$ cat src/rtl/bpu_pkg.sv
// Shared types and constants for the bimodal branch predictor: port-grouping
// structs, 2-bit counter encodings and default table depths.
package bpu_pkg;

    localparam int PC_W          = 32;
    localparam int BHT_DEPTH_DEF = 64;
    localparam int BTB_DEPTH_DEF = 16;

    localparam logic [1:0] CTR_SNT = 2'b00;
    localparam logic [1:0] CTR_WNT = 2'b01;
    localparam logic [1:0] CTR_WT  = 2'b10;
    localparam logic [1:0] CTR_ST  = 2'b11;

    typedef struct packed {
        logic            fetch_valid;
        logic            fetch_hold;
        logic [PC_W-1:0] fetch_pc;
        logic            upd_valid;
        logic [PC_W-1:0] upd_pc;
        logic            upd_branch;
        logic [PC_W-1:0] upd_target;
        logic            upd_pred_taken;
        logic [PC_W-1:0] upd_pred_addr;
    } bpu_in_type;

    typedef struct packed {
        logic            pred_valid;
        logic            pred_taken;
        logic [PC_W-1:0] pred_addr;
        logic            mispred;
        logic [PC_W-1:0] mispred_addr;
    } bpu_out_type;

    // Saturating 2-bit counter step toward the resolved outcome.
    function automatic logic [1:0] ctr_next(input logic [1:0] ctr, input logic taken);
        if (taken) begin
            return (ctr == CTR_ST) ? CTR_ST : ctr + 2'd1;
        end
        return (ctr == CTR_SNT) ? CTR_SNT : ctr - 2'd1;
    endfunction

endpackage

$ cat src/rtl/bpu_if.sv
// Fetch-side prediction and execute-side training signals of the branch predictor.
interface bpu_if;
    import bpu_pkg::*;

    logic            fetch_valid;
    logic            fetch_hold;
    logic [PC_W-1:0] fetch_pc;
    logic            pred_valid;
    logic            pred_taken;
    logic [PC_W-1:0] pred_addr;
    logic            upd_valid;
    logic [PC_W-1:0] upd_pc;
    logic            upd_branch;
    logic [PC_W-1:0] upd_target;
    logic            upd_pred_taken;
    logic [PC_W-1:0] upd_pred_addr;
    logic            mispred;
    logic [PC_W-1:0] mispred_addr;

    modport master (
        output fetch_valid, fetch_hold, fetch_pc,
        output upd_valid, upd_pc, upd_branch, upd_target, upd_pred_taken, upd_pred_addr,
        input  pred_valid, pred_taken, pred_addr, mispred, mispred_addr
    );

    modport slave (
        input  fetch_valid, fetch_hold, fetch_pc,
        input  upd_valid, upd_pc, upd_branch, upd_target, upd_pred_taken, upd_pred_addr,
        output pred_valid, pred_taken, pred_addr, mispred, mispred_addr
    );

endinterface

$ cat src/rtl/bpu_btb.sv
// Direct-mapped branch target buffer: registered lookup (hit + target) and a
// single write port; writes land at the same edge, so lookups see old contents.
module bpu_btb
    import bpu_pkg::*;
#(
    parameter int DEPTH = BTB_DEPTH_DEF,
    localparam int IW   = $clog2(DEPTH),
    localparam int TW   = PC_W - IW - 2
) (
    input  logic            clock,
    input  logic            reset,
    input  logic            rd_en,
    input  logic [IW-1:0]   rd_idx,
    input  logic [TW-1:0]   rd_tag,
    input  logic            wr_en,
    input  logic [IW-1:0]   wr_idx,
    input  logic [TW-1:0]   wr_tag,
    input  logic [PC_W-1:0] wr_target,
    output logic            hit,
    output logic [PC_W-1:0] rd_target
);

    logic            valid_q  [DEPTH];
    logic            valid_d  [DEPTH];
    logic [TW-1:0]   tag_q    [DEPTH];
    logic [TW-1:0]   tag_d    [DEPTH];
    logic [PC_W-1:0] target_q [DEPTH];
    logic [PC_W-1:0] target_d [DEPTH];
    logic            hit_q, hit_d;
    logic [PC_W-1:0] rd_target_q, rd_target_d;

    always_comb begin
        valid_d     = valid_q;
        tag_d       = tag_q;
        target_d    = target_q;
        hit_d       = hit_q;
        rd_target_d = rd_target_q;
        if (wr_en) begin
            valid_d[wr_idx]  = 1'b1;
            tag_d[wr_idx]    = wr_tag;
            target_d[wr_idx] = wr_target;
        end
        if (rd_en) begin
            hit_d       = valid_q[rd_idx] && (tag_q[rd_idx] == rd_tag);
            rd_target_d = target_q[rd_idx];
        end
    end

    always_ff @(posedge clock or negedge reset) begin
        if (!reset) begin
            for (int i = 0; i < DEPTH; i++) begin
                valid_q[i]  <= 1'b0;
                tag_q[i]    <= '0;
                target_q[i] <= '0;
            end
            hit_q       <= 1'b0;
            rd_target_q <= '0;
        end else begin
            valid_q     <= valid_d;
            tag_q       <= tag_d;
            target_q    <= target_d;
            hit_q       <= hit_d;
            rd_target_q <= rd_target_d;
        end
    end

    assign hit       = hit_q;
    assign rd_target = rd_target_q;

endmodule

$ cat src/rtl/bpu.sv
// Branch prediction unit: bimodal 2-bit counter table plus BTB, trained by the
// execute-stage outcome, with a registered one-cycle mispredict/redirect output.
module bpu
    import bpu_pkg::*;
#(
    parameter int BHT_DEPTH = BHT_DEPTH_DEF,
    parameter int BTB_DEPTH = BTB_DEPTH_DEF
) (
    input  logic clock,
    input  logic reset,
    bpu_if.slave bus
);

    localparam int BHT_IW = $clog2(BHT_DEPTH);
    localparam int BTB_IW = $clog2(BTB_DEPTH);
    localparam int TAG_W  = PC_W - BTB_IW - 2;

    bpu_in_type  in_s;
    bpu_out_type out_s;

    always_comb begin
        in_s.fetch_valid    = bus.fetch_valid;
        in_s.fetch_hold     = bus.fetch_hold;
        in_s.fetch_pc       = bus.fetch_pc;
        in_s.upd_valid      = bus.upd_valid;
        in_s.upd_pc         = bus.upd_pc;
        in_s.upd_branch     = bus.upd_branch;
        in_s.upd_target     = bus.upd_target;
        in_s.upd_pred_taken = bus.upd_pred_taken;
        in_s.upd_pred_addr  = bus.upd_pred_addr;
    end

    logic [1:0]        ctr_q [BHT_DEPTH];
    logic [1:0]        ctr_d [BHT_DEPTH];
    logic              ctr_msb_q, ctr_msb_d;
    logic              pred_valid_q, pred_valid_d;
    logic              mispred_q, mispred_d;
    logic [PC_W-1:0]   mispred_addr_q, mispred_addr_d;
    logic [BHT_IW-1:0] fetch_bht_idx, upd_bht_idx;
    logic              lookup_en;
    logic              btb_hit;
    logic [PC_W-1:0]   btb_target;
    logic              unused_pc_lsbs;

    assign fetch_bht_idx  = in_s.fetch_pc[BHT_IW+1:2];
    assign upd_bht_idx    = in_s.upd_pc[BHT_IW+1:2];
    assign lookup_en      = !in_s.fetch_hold;
    assign unused_pc_lsbs = ^{in_s.fetch_pc[1:0], in_s.upd_pc[1:0]};

    bpu_btb #(.DEPTH(BTB_DEPTH)) u_btb (
        .clock     (clock),
        .reset     (reset),
        .rd_en     (lookup_en),
        .rd_idx    (in_s.fetch_pc[BTB_IW+1:2]),
        .rd_tag    (in_s.fetch_pc[PC_W-1:BTB_IW+2]),
        .wr_en     (in_s.upd_valid && in_s.upd_branch),
        .wr_idx    (in_s.upd_pc[BTB_IW+1:2]),
        .wr_tag    (in_s.upd_pc[PC_W-1:BTB_IW+2]),
        .wr_target (in_s.upd_target),
        .hit       (btb_hit),
        .rd_target (btb_target)
    );

    always_comb begin
        ctr_d          = ctr_q;
        ctr_msb_d      = ctr_msb_q;
        pred_valid_d   = pred_valid_q;
        mispred_d      = 1'b0;
        mispred_addr_d = mispred_addr_q;
        if (lookup_en) begin
            ctr_msb_d    = ctr_q[fetch_bht_idx][1];
            pred_valid_d = in_s.fetch_valid;
        end
        if (in_s.upd_valid) begin
            ctr_d[upd_bht_idx] = ctr_next(ctr_q[upd_bht_idx], in_s.upd_branch);
            // A taken branch is also wrong if it went somewhere other than predicted.
            mispred_d = (in_s.upd_branch != in_s.upd_pred_taken) ||
                        (in_s.upd_branch && (in_s.upd_pred_addr != in_s.upd_target));
            mispred_addr_d = in_s.upd_branch ? in_s.upd_target : in_s.upd_pc + 32'd4;
        end
    end

    always_ff @(posedge clock or negedge reset) begin
        if (!reset) begin
            for (int i = 0; i < BHT_DEPTH; i++) begin
                ctr_q[i] <= CTR_WNT;
            end
            ctr_msb_q      <= 1'b0;
            pred_valid_q   <= 1'b0;
            mispred_q      <= 1'b0;
            mispred_addr_q <= '0;
        end else begin
            ctr_q          <= ctr_d;
            ctr_msb_q      <= ctr_msb_d;
            pred_valid_q   <= pred_valid_d;
            mispred_q      <= mispred_d;
            mispred_addr_q <= mispred_addr_d;
        end
    end

    always_comb begin
        out_s.pred_valid   = pred_valid_q;
        out_s.pred_taken   = btb_hit && ctr_msb_q;
        out_s.pred_addr    = btb_hit ? btb_target : '0;
        out_s.mispred      = mispred_q;
        out_s.mispred_addr = mispred_addr_q;
    end

    assign bus.pred_valid   = out_s.pred_valid;
    assign bus.pred_taken   = out_s.pred_taken;
    assign bus.pred_addr    = out_s.pred_addr;
    assign bus.mispred      = out_s.mispred;
    assign bus.mispred_addr = out_s.mispred_addr;

endmodule

$ cat src/flat_wrapper.sv
// flat-port wrapper written by rule: the top's interface ports become plain ports
module bpu_flat import bpu_pkg::*;
#(
    parameter int BHT_DEPTH = BHT_DEPTH_DEF,
    parameter int BTB_DEPTH = BTB_DEPTH_DEF
)
  (clock, reset, bus_fetch_valid, bus_fetch_hold, bus_fetch_pc, bus_upd_valid, bus_upd_pc, bus_upd_branch, bus_upd_target, bus_upd_pred_taken, bus_upd_pred_addr, bus_pred_valid, bus_pred_taken, bus_pred_addr, bus_mispred, bus_mispred_addr);
  bpu_if bus_i ();
  input  logic clock;
  input  logic reset;
  input wire logic [$bits(bus_i.fetch_valid)-1:0] bus_fetch_valid;
  input wire logic [$bits(bus_i.fetch_hold)-1:0] bus_fetch_hold;
  input wire logic [$bits(bus_i.fetch_pc)-1:0] bus_fetch_pc;
  input wire logic [$bits(bus_i.upd_valid)-1:0] bus_upd_valid;
  input wire logic [$bits(bus_i.upd_pc)-1:0] bus_upd_pc;
  input wire logic [$bits(bus_i.upd_branch)-1:0] bus_upd_branch;
  input wire logic [$bits(bus_i.upd_target)-1:0] bus_upd_target;
  input wire logic [$bits(bus_i.upd_pred_taken)-1:0] bus_upd_pred_taken;
  input wire logic [$bits(bus_i.upd_pred_addr)-1:0] bus_upd_pred_addr;
  output wire logic [$bits(bus_i.pred_valid)-1:0] bus_pred_valid;
  output wire logic [$bits(bus_i.pred_taken)-1:0] bus_pred_taken;
  output wire logic [$bits(bus_i.pred_addr)-1:0] bus_pred_addr;
  output wire logic [$bits(bus_i.mispred)-1:0] bus_mispred;
  output wire logic [$bits(bus_i.mispred_addr)-1:0] bus_mispred_addr;
  assign bus_i.fetch_valid = bus_fetch_valid;
  assign bus_i.fetch_hold = bus_fetch_hold;
  assign bus_i.fetch_pc = bus_fetch_pc;
  assign bus_i.upd_valid = bus_upd_valid;
  assign bus_i.upd_pc = bus_upd_pc;
  assign bus_i.upd_branch = bus_upd_branch;
  assign bus_i.upd_target = bus_upd_target;
  assign bus_i.upd_pred_taken = bus_upd_pred_taken;
  assign bus_i.upd_pred_addr = bus_upd_pred_addr;
  assign bus_pred_valid = bus_i.pred_valid;
  assign bus_pred_taken = bus_i.pred_taken;
  assign bus_pred_addr = bus_i.pred_addr;
  assign bus_mispred = bus_i.mispred;
  assign bus_mispred_addr = bus_i.mispred_addr;
  bpu #(.BHT_DEPTH(BHT_DEPTH), .BTB_DEPTH(BTB_DEPTH)) u_core (.clock(clock), .reset(reset), .bus(bus_i));
endmodule
$ cat config.mk
export PLATFORM = sky130hd
export DESIGN_NAME = bpu_flat
export DESIGN_NICKNAME = d
export VERILOG_FILES = /design/src/rtl/bpu_pkg.sv /design/src/rtl/bpu_if.sv /design/src/rtl/bpu_btb.sv /design/src/rtl/bpu.sv /design/src/flat_wrapper.sv
export SDC_FILE = /design/constraint.sdc
export NUM_CORES = 2
export LEC_CHECK = 0
export CAP_MARGIN = 20
export CORE_MARGIN = 4
export CORE_UTILIZATION = 30
export CTS_CLUSTER_DIAMETER = 40
export DETAILED_ROUTE_END_ITERATION = 8
export GPL_ROUTABILITY_DRIVEN = 0
export PLACE_DENSITY_LB_ADDON = 0.08
export SYNTH_ARGS = -nofsm -noshare
export SYNTH_HDL_FRONTEND = slang
export SYNTH_SLANG_ARGS = --single-unit
$ cat constraint.sdc
create_clock -name clock -period 2.7 [get_ports clock]
set_input_delay 0.54 -clock clock [delete_from_list [all_inputs] [get_ports clock]]
set_output_delay 0.54 -clock clock [all_outputs]
set_load 0.005 [all_outputs]
==> reports/qor.yml <==
clocking:
  cts_tree: "yes"
  clk_root_buffer_cell: "sky130_fd_sc_hd__clkbuf_16"
  h-tree-depth: 4
  cts.reportedPaths.clkPinSlew_ps: 50
  maximum_count_of_clock_buffers_along_a_single_path: 3
  cts_buffers: 224
  clk-insertion-delay-late_ps: 810
  clkSinkCount: 1140
timing:
  timing.slew.headroom_pct: 40.62
  timing.fmax_mhz: 316.4
  setup_viol: 128
  fin_skew_ps: 29.68
  min_period_ps: 3160
  fin_crit_sh_pct: 117.1
  fin_ws_ps: -460.4
  holdWs_ps: 146.1
  hold_viol_final: 0
  slew_at_the_pin_with_the_worst_max_slew_slack_ps: 890.7
  rsz0062_at_grt: "yes"
  slew_violations: 0
  setup_tns_ps: -53810
yosys:
  fraction_of_synthesized_cell_area_taken_by_the_top_area_cell_type_pct: 50.07
  synth.largest_area_cell: "sky130_fd_sc_hd__dfrtp_1"
  number_of_synthesized_register_bits: 1140
  synth_fp_nets: 3852
  mappedNetlistArea_um2: 53780
  yosys-top-cells-count: "1076 x sky130_fd_sc_hd__dfrtp_1, 1064 x sky130_fd_sc_hd__mux2_2, 291 x sky130_fd_sc_hd__mux4_2"
  synth_top_flop_cell: "sky130_fd_sc_hd__dfrtp_1"
  post_synth_main_area_contributors: "sky130_fd_sc_hd__dfrtp_1 50%, sky130_fd_sc_hd__mux2_2 22%, sky130_fd_sc_hd__mux4_2 12%"
  yosysMostFrequentCell: "sky130_fd_sc_hd__dfrtp_1"
  number_of_enable_flip_flop_cells_after_synthesis: 0
  synthesis.area_per_instance_um2: 14.48
  post_synth_inst_count: 3713
  synth_seq_area_share_pct: 53.19
  yosys.cell_types.count: 67
  synthesis.yosys.warnings: 0
  synth_async_sr_flop_share_pct: 100.0
die:
  die_extent_in_y_um: 431.4
  ioPinCount: 202
  die_w_um: 431.4
  rows: 155
  initial_standard_cell_utilization_of_the_core_pct: 30.14
  die_area_um2: 186100
  core-area_um2: 178400
layout:
  multi_input_area_um2: 23940
  synthToLayoutAreaGrowth_pct: 34.34
  filler_cell_count: 16698
  seqCellArea_um2: 28610
  share_of_cells_above_drive_strength_1_pct: 54.96
  layout.cell_area.non_filler_um2: 72250
  final_net_count: 4555
min_path:
  min_path_type: "input port to flop"
routing:
  drt_first_pass_iters: 5
  via_count: 34611
  antenna_left: 0
  detail_route.vias_per_cell: 4.960
  remaining_drc_errors: 0
  route.final.wire_length_mm: 191.0
  drt-wirelength-per-cell_um: 27.38
  routed-wl-met2_mm: 94.39
  met3WireLength_mm: 6.294
  detailedRoute.firstIterationViolations: 1816
  met1Wirelength_mm: 84.59
  top_layer: "met4"
worst_setup_path:
  critical_path.endpoint_type: "flop"
  critPathArrivalTime_ps: 3890
  peak_fanout_along_the_critical_path: 20
  worst_ep_required_time_ps: 3420
  startpoint_type: "flop"
  worstSetupPathType: "flop to flop"
pwr:
  overall_power_mw: 60.30
  switchingPower_mw: 15.20
  power_density_cells_nw_per_um2: 834.7
  p_int_mw: 45.11
  comb_power_share_pct: 14.4
  pwr-share-clk_pct: 49.1
  power_frac_seq_pct: 36.5
  irDropWorstVdd_mv: 0.5675
  switching_share_of_power_pct: 25.20
  total_leakage_power_nw: 31.64
global_routing:
  grt_use_total_pct: 20.61
  antenna_violations_before_repair: 10
  grt_pass1_wl_mm: 278.6
  globalRouteOverflowTotal: 0
  number_of_global_route_vias_before_repair: 37690
  grt_max_degree: 87
run:
  max-cap-violations: 0
placement:
  hpwl_mm: 131.5
  detailed_place.area_um2: 63640
  port-buffer-count: 199
status:
  violations: "setup timing"
  run_status: "complete, but fails checks"
==> state kept, by name, indices dropped and copies added, names as in the netlist <==
register                 cells
u_core.u_btb.rd_target      32
u_core.ctr_q               128
u_core.u_btb.target_q      512
u_core.ctr_msb_q             1
u_core.u_btb.tag_q         416
u_core.bus.mispred_addr     32
u_core.u_btb.hit             1
u_core.bus.mispred           1
u_core.u_btb.valid_q        16
u_core.bus.pred_valid        1
==> critical path: stages, from the launching register on <==
cell	delay (ps)
sky130_fd_sc_hd__dfstp_2	370
sky130_fd_sc_hd__mux4_2	460
sky130_fd_sc_hd__mux2_4	270
sky130_fd_sc_hd__a222oi_1	370
sky130_fd_sc_hd__o211ai_1	170
sky130_fd_sc_hd__or4_4	520
sky130_fd_sc_hd__buf_6	130
sky130_fd_sc_hd__maj3_4	420
sky130_fd_sc_hd__buf_12	200
sky130_fd_sc_hd__o21ai_1	160
==> power by group through the flow <==
stage	Sequential [mW]	Clock [mW]	Combinational [mW]
2_1_floorplan	21.6	0	5.70
3_3_place_gp	22.2	0	8.63
3_5_place_dp	22.2	0	8.76
4_1_cts	22.0	30.3	8.80
5_1_grt	22.4	31.1	9.44
6_report	22.0	29.6	8.69
==> layer usage <==
metal	GRT usage, %	vias up
met5	0	-
met4	6.498	0
met3	3.274	267
met2	34.60	595
met1	27.38	18576
li1	-	15173
==> through the flow <==
step / instances / utilization, % / setup WS, ps
3_3_place_gp: 6523 / 35.67 / -940.1
3_5_place_dp: 6523 / 35.67 / -991.2
2_1_floorplan: 3713 / - / -526.9
6_report: 6978 / 40.49 / -460.4
4_1_cts: 6968 / 40.40 / -467.2
5_1_grt: 6975 / 40.49 / -537.6
==> logic make-up (layout without fill, tap and decap cells) <==
family / Yosys count / in the layout / synth area share [%]
xor+xnor: 87 / 87 / 1.417
fa+ha+maj: 6 / 6 / 0.1349
flops: 1140 / 1140 / 53.19
other cells: 0 / 5 / 0
simple gates: 451 / 451 / 3.946
compound gates: 232 / 232 / 2.636
mux: 1430 / 1430 / 35.86
buf+inv: 367 / 1272 / 2.815
==> layout by cell type, fill, tap and decap left out, drive strengths merged, types with 7 or more instances in the layout <==
master	instances
dlygate4sd2	19
nand2b	16
or2	15
o22ai	8
clkinv	69
nand3	30
o21ai	124
inv	47
nor4	10
bufinv	37
nor2	57
a21oi	22
buf	634
mux2	1064
nand4	10
nor2b	10
clkdlybuf4s50	155
clkinvlp	23
o211ai	10
nor3	14
dfstp	64
nand2	216
clkbuf	285
xor2	48
and2	37
nor3b	7
xnor2	39
a22oi	12
and3	9
mux2i	75
dfrtp	1076
nand3b	8
mux4	291
==> final timing paths <==
| check | cells after the start | start | end | slack, ps |
|---|---|---|---|---|
| setup / recovery | 9 | u_core.ctr_q[0]$_DFFE_PN1P_ | u_core.ctr_q[60]$_DFFE_PN1P_ | -460 |
| hold / removal | 3 | bus_upd_valid | u_core.bus.mispred_addr[2]$_DFFE_PN0P_ | 150 |
| setup reg to reg | 9 | u_core.ctr_q[0]$_DFFE_PN1P_ | u_core.ctr_q[60]$_DFFE_PN1P_ | -460 |
| hold reg to reg | 2 | u_core.ctr_q[68]$_DFFE_PN1P_ | u_core.ctr_q[68]$_DFFE_PN1P_ | 460 |
| max in group asynchronous | 4 | reset | u_core.u_btb.target_q[410]$_DFFE_PN0P_ | 1390 |
| min in group asynchronous | 2 | reset | u_core.u_btb.target_q[4]$_DFFE_PN0P_ | 260 |
==> what timing repair did <==
action	4_1_cts	5_1_grt
hold buffers	1	0
hold endpoints to repair	20	0
buffers inserted	11	2
gates cloned	5	3
pin swaps	2	4
resized for setup	85	33
setup endpoints to repair	162	132
==> cell type report <==
type                       instances  share of cell area [%]
antenna                            5                 0.01732
clock inverter                   151                   2.804
sequential                      1140                   39.60
inverter                          25                  0.1351
multi-input combinational       2206                   33.13
clock buffer                     277                   8.422
timing repair buffer             819                   11.81
tap                             2355                   4.078
Power figures use the tool's default switching activity.
